File: config.mk
export PLATFORM = sky130hd
export DESIGN_NAME = regfile_arbiter
export DESIGN_NICKNAME = d
export VERILOG_FILES = /design/src/rtl/regfile_pkg.sv /design/src/rtl/rr_arbiter2.sv /design/src/rtl/regfile_arbiter.sv
export SDC_FILE = /design/constraint.sdc
export NUM_CORES = 1
export LEC_CHECK = 0
export CAP_MARGIN = 20
export CORE_ASPECT_RATIO = 1.1
export CORE_MARGIN = 1.5
export CORE_UTILIZATION = 44
export CTS_CLUSTER_DIAMETER = 150
export DETAILED_ROUTE_END_ITERATION = 16
export HOLD_SLACK_MARGIN = 0.06
export PLACE_DENSITY = 0.95
export REMOVE_ABC_BUFFERS = 1
export SETUP_SLACK_MARGIN = 0.05
export SYNTH_ARGS = -nofsm -noshare
export SYNTH_HDL_FRONTEND = slang
export SYNTH_SLANG_ARGS = --single-unit
File: constraint.sdc
create_clock -name clk -period 13.9 [get_ports clk]
set_clock_uncertainty 0.15 [all_clocks]
set_input_delay 2.78 -clock clk [delete_from_list [all_inputs] [get_ports clk]]
set_output_delay 2.78 -clock clk [all_outputs]
set_load 0.05 [all_outputs]
File: src/rtl/regfile_pkg.sv
// Shared widths and the command record carried through the arbiter's issue stage.
package regfile_pkg;

  localparam int DW = 32;
  localparam int AW = 5;

  // tag names the requester that issued the command so its response routes back to it.
  typedef struct packed {
    logic          write;
    logic [AW-1:0] addr1;
    logic [AW-1:0] addr2;
    logic [DW-1:0] wdata;
    logic          tag;
  } cmd_t;

endpackage

File: src/rtl/rr_arbiter2.sv
// Two-way round-robin grant: ptr names the requester that wins when both request.
module rr_arbiter2 (
  input  logic [1:0] req,
  input  logic       ptr,
  output logic [1:0] grant
);

  always_comb begin
    grant    = 2'b00;
    grant[0] = req[0] & (~req[1] | ~ptr);
    grant[1] = req[1] & (~req[0] |  ptr);
  end

endmodule

File: src/rtl/regfile_arbiter.sv
// Two-requester register-file front end: round-robin accept, one issue stage
// driving the external register file, one registered response stage.
module regfile_arbiter
  import regfile_pkg::cmd_t;
#(
  parameter int DW = regfile_pkg::DW,
  parameter int AW = regfile_pkg::AW
) (
  input  logic                clk,
  input  logic                rst,
  // Handshake: a command moves when req_valid[i] and req_ready[i] are both high
  // at a rising edge; req_ready is high for at most one requester per cycle.
  input  logic [1:0]          req_valid,
  output logic [1:0]          req_ready,
  input  logic [1:0]          req_write,
  input  logic [1:0][AW-1:0]  req_addr1,
  input  logic [1:0][AW-1:0]  req_addr2,
  input  logic [1:0][DW-1:0]  req_wdata,
  output logic [1:0]          rsp_valid,
  output logic [1:0]          rsp_write,
  output logic [1:0][DW-1:0]  rsp_data1,
  output logic [1:0][DW-1:0]  rsp_data2,
  output logic                rf_write,
  output logic [AW-1:0]       rf_wraddr,
  output logic [AW-1:0]       rf_rdaddr1,
  output logic [AW-1:0]       rf_rdaddr2,
  output logic [DW-1:0]       rf_wrdata,
  input  logic [DW-1:0]       rf_rddata1,
  input  logic [DW-1:0]       rf_rddata2
);

  logic             ptr_q, ptr_d;
  logic             iss_vld_q, iss_vld_d;
  cmd_t             iss_q, iss_d;
  logic [1:0]       rsp_valid_q, rsp_valid_d;
  logic [1:0]       rsp_write_q, rsp_write_d;
  logic [1:0][DW-1:0] rsp_data1_q, rsp_data1_d;
  logic [1:0][DW-1:0] rsp_data2_q, rsp_data2_d;
  logic [1:0]       grant;
  logic             win;
  logic             xfer;

  rr_arbiter2 u_arb (
    .req   (req_valid),
    .ptr   (ptr_q),
    .grant (grant)
  );

  // Accept path: grant is masked during reset so nothing transfers while rst is high.
  always_comb begin
    req_ready = rst ? 2'b00 : grant;
    xfer      = |req_ready;
    win       = req_ready[1];
    ptr_d     = xfer ? ~win : ptr_q;
    iss_vld_d = xfer;
    iss_d       = '0;
    iss_d.write = req_write[win];
    iss_d.addr1 = req_addr1[win];
    iss_d.addr2 = req_addr2[win];
    iss_d.wdata = req_wdata[win];
    iss_d.tag   = win;
  end

  // Register-file drive comes straight from the issue register; unused fields stay 0.
  always_comb begin
    rf_write   = 1'b0;
    rf_wraddr  = '0;
    rf_rdaddr1 = '0;
    rf_rdaddr2 = '0;
    rf_wrdata  = '0;
    if (iss_vld_q) begin
      if (iss_q.write) begin
        rf_write  = 1'b1;
        rf_wraddr = iss_q.addr1;
        rf_wrdata = iss_q.wdata;
      end else begin
        rf_rdaddr1 = iss_q.addr1;
        rf_rdaddr2 = iss_q.addr2;
      end
    end
  end

  // Only the originating requester's response fields update; the rest hold.
  always_comb begin
    rsp_valid_d = 2'b00;
    rsp_write_d = rsp_write_q;
    rsp_data1_d = rsp_data1_q;
    rsp_data2_d = rsp_data2_q;
    if (iss_vld_q) begin
      rsp_valid_d[iss_q.tag] = 1'b1;
      rsp_write_d[iss_q.tag] = iss_q.write;
      rsp_data1_d[iss_q.tag] = iss_q.write ? '0 : rf_rddata1;
      rsp_data2_d[iss_q.tag] = iss_q.write ? '0 : rf_rddata2;
    end
  end

  always_ff @(posedge clk or posedge rst) begin
    if (rst) begin
      ptr_q       <= 1'b0;
      iss_vld_q   <= 1'b0;
      iss_q       <= '0;
      rsp_valid_q <= 2'b00;
      rsp_write_q <= 2'b00;
      rsp_data1_q <= '0;
      rsp_data2_q <= '0;
    end else begin
      ptr_q       <= ptr_d;
      iss_vld_q   <= iss_vld_d;
      iss_q       <= iss_d;
      rsp_valid_q <= rsp_valid_d;
      rsp_write_q <= rsp_write_d;
      rsp_data1_q <= rsp_data1_d;
      rsp_data2_q <= rsp_data2_d;
    end
  end

  assign rsp_valid = rsp_valid_q;
  assign rsp_write = rsp_write_q;
  assign rsp_data1 = rsp_data1_q;
  assign rsp_data2 = rsp_data2_q;

endmodule

==> results of run 1 <==
## power groups by stage
stage / Clock [W] / Combinational, W / Sequential, W
after floorplan: 0 / 0.000120 / 0.000905
after global placement: 0 / 0.000606 / 0.000651
after detailed placement: 0 / 0.000618 / 0.000657
after CTS: 0.000521 / 0.000621 / 0.000649
after global routing: 0.000544 / 0.000646 / 0.000658
final: 0.000515 / 0.000619 / 0.000648
## through the flow
stage | setup WS, ns | util [%] | cell area [µm²] | power, W | hold slack [ns]
2_1_floorplan | 2.04 | - | 6900 | 0.00103 | 0.388
3_3_place_gp | 5.77 | 66.9 | 10600 | 0.00126 | 0.310
3_5_place_dp | 5.74 | 66.9 | 10600 | 0.00128 | 0.319
4_1_cts | 5.72 | 70.9 | 11200 | 0.00179 | 0.335
5_1_grt | 5.65 | 71.2 | 11200 | 0.00185 | 0.355
6_report | 5.84 | 71.2 | 11200 | 0.00178 | 0.329
## cells in the final DEF, fill, tap and decap left out, types with 2 or more instances in the layout
cell	count
nand2b_1	64
o21ai_0	126
nand2_1	128
inv_6	4
buf_4	6
o21ai_1	2
and2_1	11
inv_1	4
clkbuf_16	17
mux2_2	36
nor2_1	2
bufinv_16	4
clkinv_2	2
clkdlybuf4s50_1	335
clkinv_4	3
dfrtp_1	177
mux2_4	9
and3_1	37
## registers in the layout (all words and copies together), names as in the netlist
register and flops:
iss_q 44, rsp_valid 2, ptr_q 1, rsp_write 2, iss_vld_q 1, rsp_data1 64, rsp_data2 64
## synthesized netlist by cell type
cell / n
dfrtp_1: 178
nand2_1: 129
o21ai_0: 126
nand2b_1: 65
and3_1: 37
mux2_2: 36
clkbuf_1: 28
buf_2: 14
and2_1: 11
mux2_4: 9
inv_1: 5
buf_8: 4
nor2_1: 2
o21ai_1: 2
a211oi_1: 1
a21oi_1: 1
a31oi_1: 1
buf_1: 1
buf_4: 1
nor2b_1: 1
o211ai_4: 1
## worst register-to-register path, stage by stage (launching register included)
cell and delay [ns]:
dfrtp_1 0.57, buf_4 0.31, nand2_4 0.46, buf_4 0.63, mux2_2 0.44
## kinds of logic (layout without fill, tap and decap cells)
| family | after synthesis | count (layout) |
|---|---|---|
| AO/OA/AOI/OAI | 132 | 132 |
| buffers and inverters | 53 | 380 |
| flip-flops | 178 | 178 |
| multiplexers | 45 | 45 |
| AND/OR/NAND/NOR | 245 | 245 |
## worst max path at each step
| stage | from | endpoint | slack [ns] | depth (start not counted) |
|---|---|---|---|---|
| after global routing | rst | req_ready[1] | 5.65 | 5 |
| after CTS | rst | req_ready[1] | 5.72 | 5 |
| after floorplan | rst | req_ready[1] | 2.04 | 3 |
| final | rst | req_ready[1] | 5.84 | 5 |
| after detailed placement | rst | req_ready[1] | 5.74 | 5 |
| after global placement | rst | req_ready[1] | 5.77 | 5 |
## metal layers
layer	up-vias	routed length [µm]
met5	-	0
met4	0	635
met3	42	1530
met2	304	10900
met1	2881	7610
li1	2780	-
## layout make-up
type | instances | area share (%)
multi-input combinational | 422 | 21.7
tap | 200 | 2.22
clock buffer | 18 | 3.82
timing repair buffer | 343 | 30.6
inverter | 5 | 0.211
sequential | 178 | 39.6
clock inverter | 14 | 1.79
==> impl_metrics.py, run 1 <==
metrics = {
    "run": {
        "drv_cap": 0,
    },
    "run_status": {
        "status": "completed",
    },
    "floorplan": {
        "fp.dieH_um": 137,
        "num_rows": 48,
        "coreArea_um2": 15800,
        "ioPinCount": 336,
        "fp.dieW_um": 125,
        "start_util_pct": 45.2,
        "dieArea_um2": 17000,
    },
    "logic_synthesis": {
        "muxShareOfSynthArea_pct": 7.56,
        "synth.avg_cell_area_um2": 10.9,
        "ys_types": 21,
        "ys_ff_latch": 178,
        "synth.cell_area_um2": 7150,
        "synth_fa_ha_area_share_pct": 0,
        "synthTopCellsByArea": "dfrtp_1 (62%), o21ai_0 (8.8%), nand2_1 (6.8%), nand2b_1 (5.7%), mux2_2 (5.7%)",
        "synth-xor-area-share_pct": 0,
        "synth_warnings": 0,
        "ys_seq_area_share_pct": 62.3,
        "yosysTopAreaCellShare_pct": 62.3,
        "synthSimpleGateAreaFrac_pct": 16.9,
        "netlist_instances": 653,
        "synth_compound_area_share_pct": 9.53,
        "yosys.area.top_type": "dfrtp_1",
        "synth_top_family_by_area": "simple AND/OR/NAND/NOR gates",
    },
    "global_routing": {
        "grt_antenna_before_repair": 0,
        "grtUsageMet2_pct": 43.0,
        "grt-ovfl-total": 0,
        "busiest_layer": "met2",
        "grt_usage_pct": 24.0,
        "use_met1_pct": 26.6,
        "grtUsageMet3_pct": 6.68,
        "grt_pass1_wl_mm": 31.8,
        "grt_pass1_vias": 6055,
        "grt_max_degree": 130,
    },
    "timing": {
        "hold_viol_final": 0,
        "setup_viol": 0,
        "tightestPinTransition_ns": 0.879,
        "clock.fmax_mhz": 124,
        "rsz0062_at_grt": "no",
        "period_share_pct": 58.0,
        "totalNegativeSetupSlack_ns": 0,
        "maxSlewHeadroom_pct": 41.4,
        "slew_viol_final": 0,
        "finalCriticalPeriod_ns": 8.06,
    },
    "detailed_routing": {
        "ant_nets": 0,
        "dr.first_iter.drc_count": 382,
        "first_pass_iters": 5,
        "route.detailed.drc": 0,
        "wl_per_cell_um": 17.6,
        "routed_wl_mm": 20.7,
        "dr_total_vias": 6007,
        "vias_per_cell": 5.09,
    },
    "hold_path": {
        "hold_path_class": "reg -> reg",
        "min_to": "rsp_data1[33]",
        "hp-start": "rsp_data1[33]",
        "worstHoldPathCells": 2,
    },
    "clocking": {
        "ctsHoldBuffers": 0,
        "clk_pin_slew_ns": 0.07,
        "cts_buffer_depth": 2,
        "cts_root_buf": "clkbuf_16",
        "post_cts_resized": 0,
        "htree_levels": 4,
        "clock_sinks": 178,
        "postCtsSetupBuffers": 0,
        "cts_tree": "yes",
        "cts_buffers": 17,
        "insertion_delay_ns": 0.43,
    },
    "placement": {
        "dp.cells": 1146,
        "portBuffers": 335,
        "gp_congestion": 0.806,
        "hpwl_mm": 14.7,
    },
    "setup_path": {
        "cpMaxStageDelayCell": "clkdlybuf4s50_1",
        "rr_startpoint": "iss_vld_q",
        "r2r_cells": 4,
        "critPathMaxStageDelay_ns": 0.84,
        "cp.required_ns": 10.97,
        "timing.rr.end": "rsp_write[1]",
        "critical_path.startpoint_type": "primary input",
        "critPathMaxFanout": 97,
        "r2r_setup_slack_ns": 11.23,
        "cp_num_buf_inv": 4,
        "critical_path_class": "in -> out",
        "end_kind": "primary output",
        "crit_family": "buffers and inverters",
        "crit_chain": "clkdlybuf4s50_1 > inv_6 > o211ai_4 > inv_1 > clkdlybuf4s50_1",
        "critPathArrivalTime_ns": 5.13,
        "path_common_cell": "clkdlybuf4s50_1",
    },
    "layout": {
        "seqCellArea_um2": 4460,
        "multi_input_area_um2": 2440,
        "n_antenna_cell": 0,
        "fin_cells": 1180,
        "fill_cells": 1093,
        "drive_gt1_share_pct": 9.08,
        "nets": 1121,
        "area_growth_pct": 57.4,
    },
    "power_and_ir_drop": {
        "switching_share_pct": 37.2,
        "power.density_nw_per_um2": 158,
        "power.switching_w": 0.000663,
        "vdd_drop_max_mv": 0.0794,
        "pwr-share-clk_pct": 28.9,
        "leakagePower_nw": 4.96,
        "p_comb_share_pct": 34.7,
        "pwr-share-seq_pct": 36.4,
        "p_int_w": 0.00112,
    },
}
Power figures use the tool's default switching activity.
==> inputs of run 2 (changes only) <==
Settings changed: CORE_UTILIZATION 44 to 37, PLACE_DENSITY 0.95 to 0.86.
Clock period 13.9 ns to 7.1 ns, I/O delays scaled along.
==> impl_metrics.py, run 2 (synthesis gave the netlist of run 1 again) <==
metrics = {
    "run_status": {
        "status": "completed",
    },
    "clocking": {
        "postCtsSetupBuffers": 0,
        "htree_levels": 4,
        "insertion_delay_ns": 0.42,
        "post_cts_resized": 0,
        "clock_sinks": 178,
        "cts_buffer_depth": 2,
        "clk_pin_slew_ns": 0.06,
        "cts_tree": "yes",
        "ctsHoldBuffers": 0,
        "cts_root_buf": "clkbuf_16",
        "cts_buffers": 17,
    },
    "layout": {
        "drive_gt1_share_pct": 9.07,
        "mostFrequentLayoutCells": "clkdlybuf4s50_1 (335), dfrtp_1 (177), nand2_1 (128)",
        "nets": 1122,
        "seqCellArea_um2": 4460,
        "fill_cells": 1565,
        "n_antenna_cell": 0,
        "area_growth_pct": 57.3,
        "multi_input_area_um2": 2440,
        "final_common_cell": "clkdlybuf4s50_1",
    },
    "timing": {
        "slew_viol_final": 0,
        "clock.fmax_mhz": 209,
        "finalCriticalPeriod_ns": 4.80,
        "period_share_pct": 67.5,
        "hold_viol_final": 0,
        "maxSlewHeadroom_pct": 39.4,
        "tightestPinTransition_ns": 0.909,
        "setup_viol": 0,
        "layout_setup_ws_ns": 2.30,
        "rsz0062_at_grt": "no",
    },
    "detailed_routing": {
        "route.detailed.drc": 0,
        "dr.first_iter.drc_count": 240,
        "first_pass_iters": 4,
        "dr_total_vias": 5845,
        "wl_per_cell_um": 15.9,
        "ant_nets": 0,
        "vias_per_cell": 4.76,
        "routed_wl_mm": 19.5,
    },
    "run": {
        "drv_cap": 0,
    },
    "power_and_ir_drop": {
        "totalPowerFinal_w": 0.00336,
        "power.density_nw_per_um2": 298,
        "leakagePower_nw": 4.92,
        "vdd_drop_max_mv": 0.162,
    },
    "floorplan": {
        "dieArea_um2": 20200,
        "coreArea_um2": 19000,
        "ioPinCount": 336,
        "num_rows": 53,
        "fp.dieH_um": 149,
        "fp.dieW_um": 136,
        "start_util_pct": 37.5,
    },
    "setup_path": {
        "critical_path.startpoint_type": "primary input",
        "end_kind": "primary output",
        "cp.required_ns": 5.53,
        "critPathArrivalTime_ns": 3.23,
        "critical_path_class": "in -> out",
        "critPathMaxFanout": 30,
    },
    "global_routing": {
        "grtUsageMet2_pct": 34.6,
        "grt_max_degree": 131,
        "grt-ovfl-total": 0,
        "grt_pass1_wl_mm": 30.7,
        "use_met1_pct": 22.5,
        "busiest_layer": "met2",
        "grtUsageMet3_pct": 5.64,
        "grt_pass1_vias": 5905,
        "grt_antenna_before_repair": 0,
        "grt_usage_pct": 19.8,
    },
    "placement": {
        "dp_slack_ns": 2.28,
        "hpwl_mm": 14.0,
        "gp_congestion": 0.773,
        "portBuffers": 335,
    },
    "hold_path": {
        "hold_path_class": "reg -> reg",
    },
}
==> run 2: changes by cell type in the layout (fill, tap and decap cells not counted), sizes merged <==
cell / change
clkinvlp: +4
clkbuf: +1
bufinv: -3
buf: +1
inv: -1
clkinv: -1
==> run 2: per-stage QoR <==
step	cell area, µm²	util, %	instances	setup TNS, ns	hold WS [ns]
2_1_floorplan	6900	-	605	-27.50	0.388
3_3_place_gp	10600	55.9	1194	0	0.311
3_5_place_dp	10600	55.9	1194	0	0.319
4_1_cts	11200	58.8	1226	0	0.333
5_1_grt	11200	59.1	1228	0	0.350
6_report	11200	59.1	1228	0	0.326
==> run 2: path summary, 6_finish.rpt <==
| path | cells past startpoint | slack, ns | to | from |
|---|---|---|---|---|
| worst max-delay path | 5 | 2.30 | req_ready[1] | rst |
| worst min-delay path | 2 | 0.33 | rsp_data2[38] | rsp_data2[38] |
| worst max register to register | 4 | 4.80 | rsp_data2[23] | iss_vld_q |
| worst min register to register | 2 | 0.33 | rsp_data2[38] | rsp_data2[38] |
| max in group asynchronous | 3 | 4.35 | iss_q[43] | rst |
| min in group asynchronous | 2 | 1.21 | ptr_q | rst |
==> run 2: power by group <==
group | leakage, nW | switching, W | internal, W
clock | 0.257 | 0.000400 | 0.000488
combinational | 2.43 | 0.000791 | 0.000421
sequential | 2.24 | 0.0000813 | 0.00118
==> run 2: layout make-up <==
class	count	area share, %
multi-input combinational	422	21.7
tap	247	2.75
clock buffer	19	3.85
sequential	178	39.6
timing repair buffer	344	30.7
clock inverter	13	1.11
inverter	5	0.211
==> run 2: worst max-delay path, cell delays in order <==
cell             delay, ns
clkdlybuf4s50_1       0.57
clkinv_4              0.27
o211ai_4              0.17
inv_1                 0.08
clkdlybuf4s50_1       0.70
==> run 2: metal layers <==
layer | up-vias | share of wire (%) | wire length [µm]
met5 | - | 0 | 0
met4 | 0 | 3.3 | 650
met2 | 251 | 52 | 10100
met1 | 2761 | 38 | 7320
li1 | 2790 | - | -
met3 | 43 | 7.5 | 1470
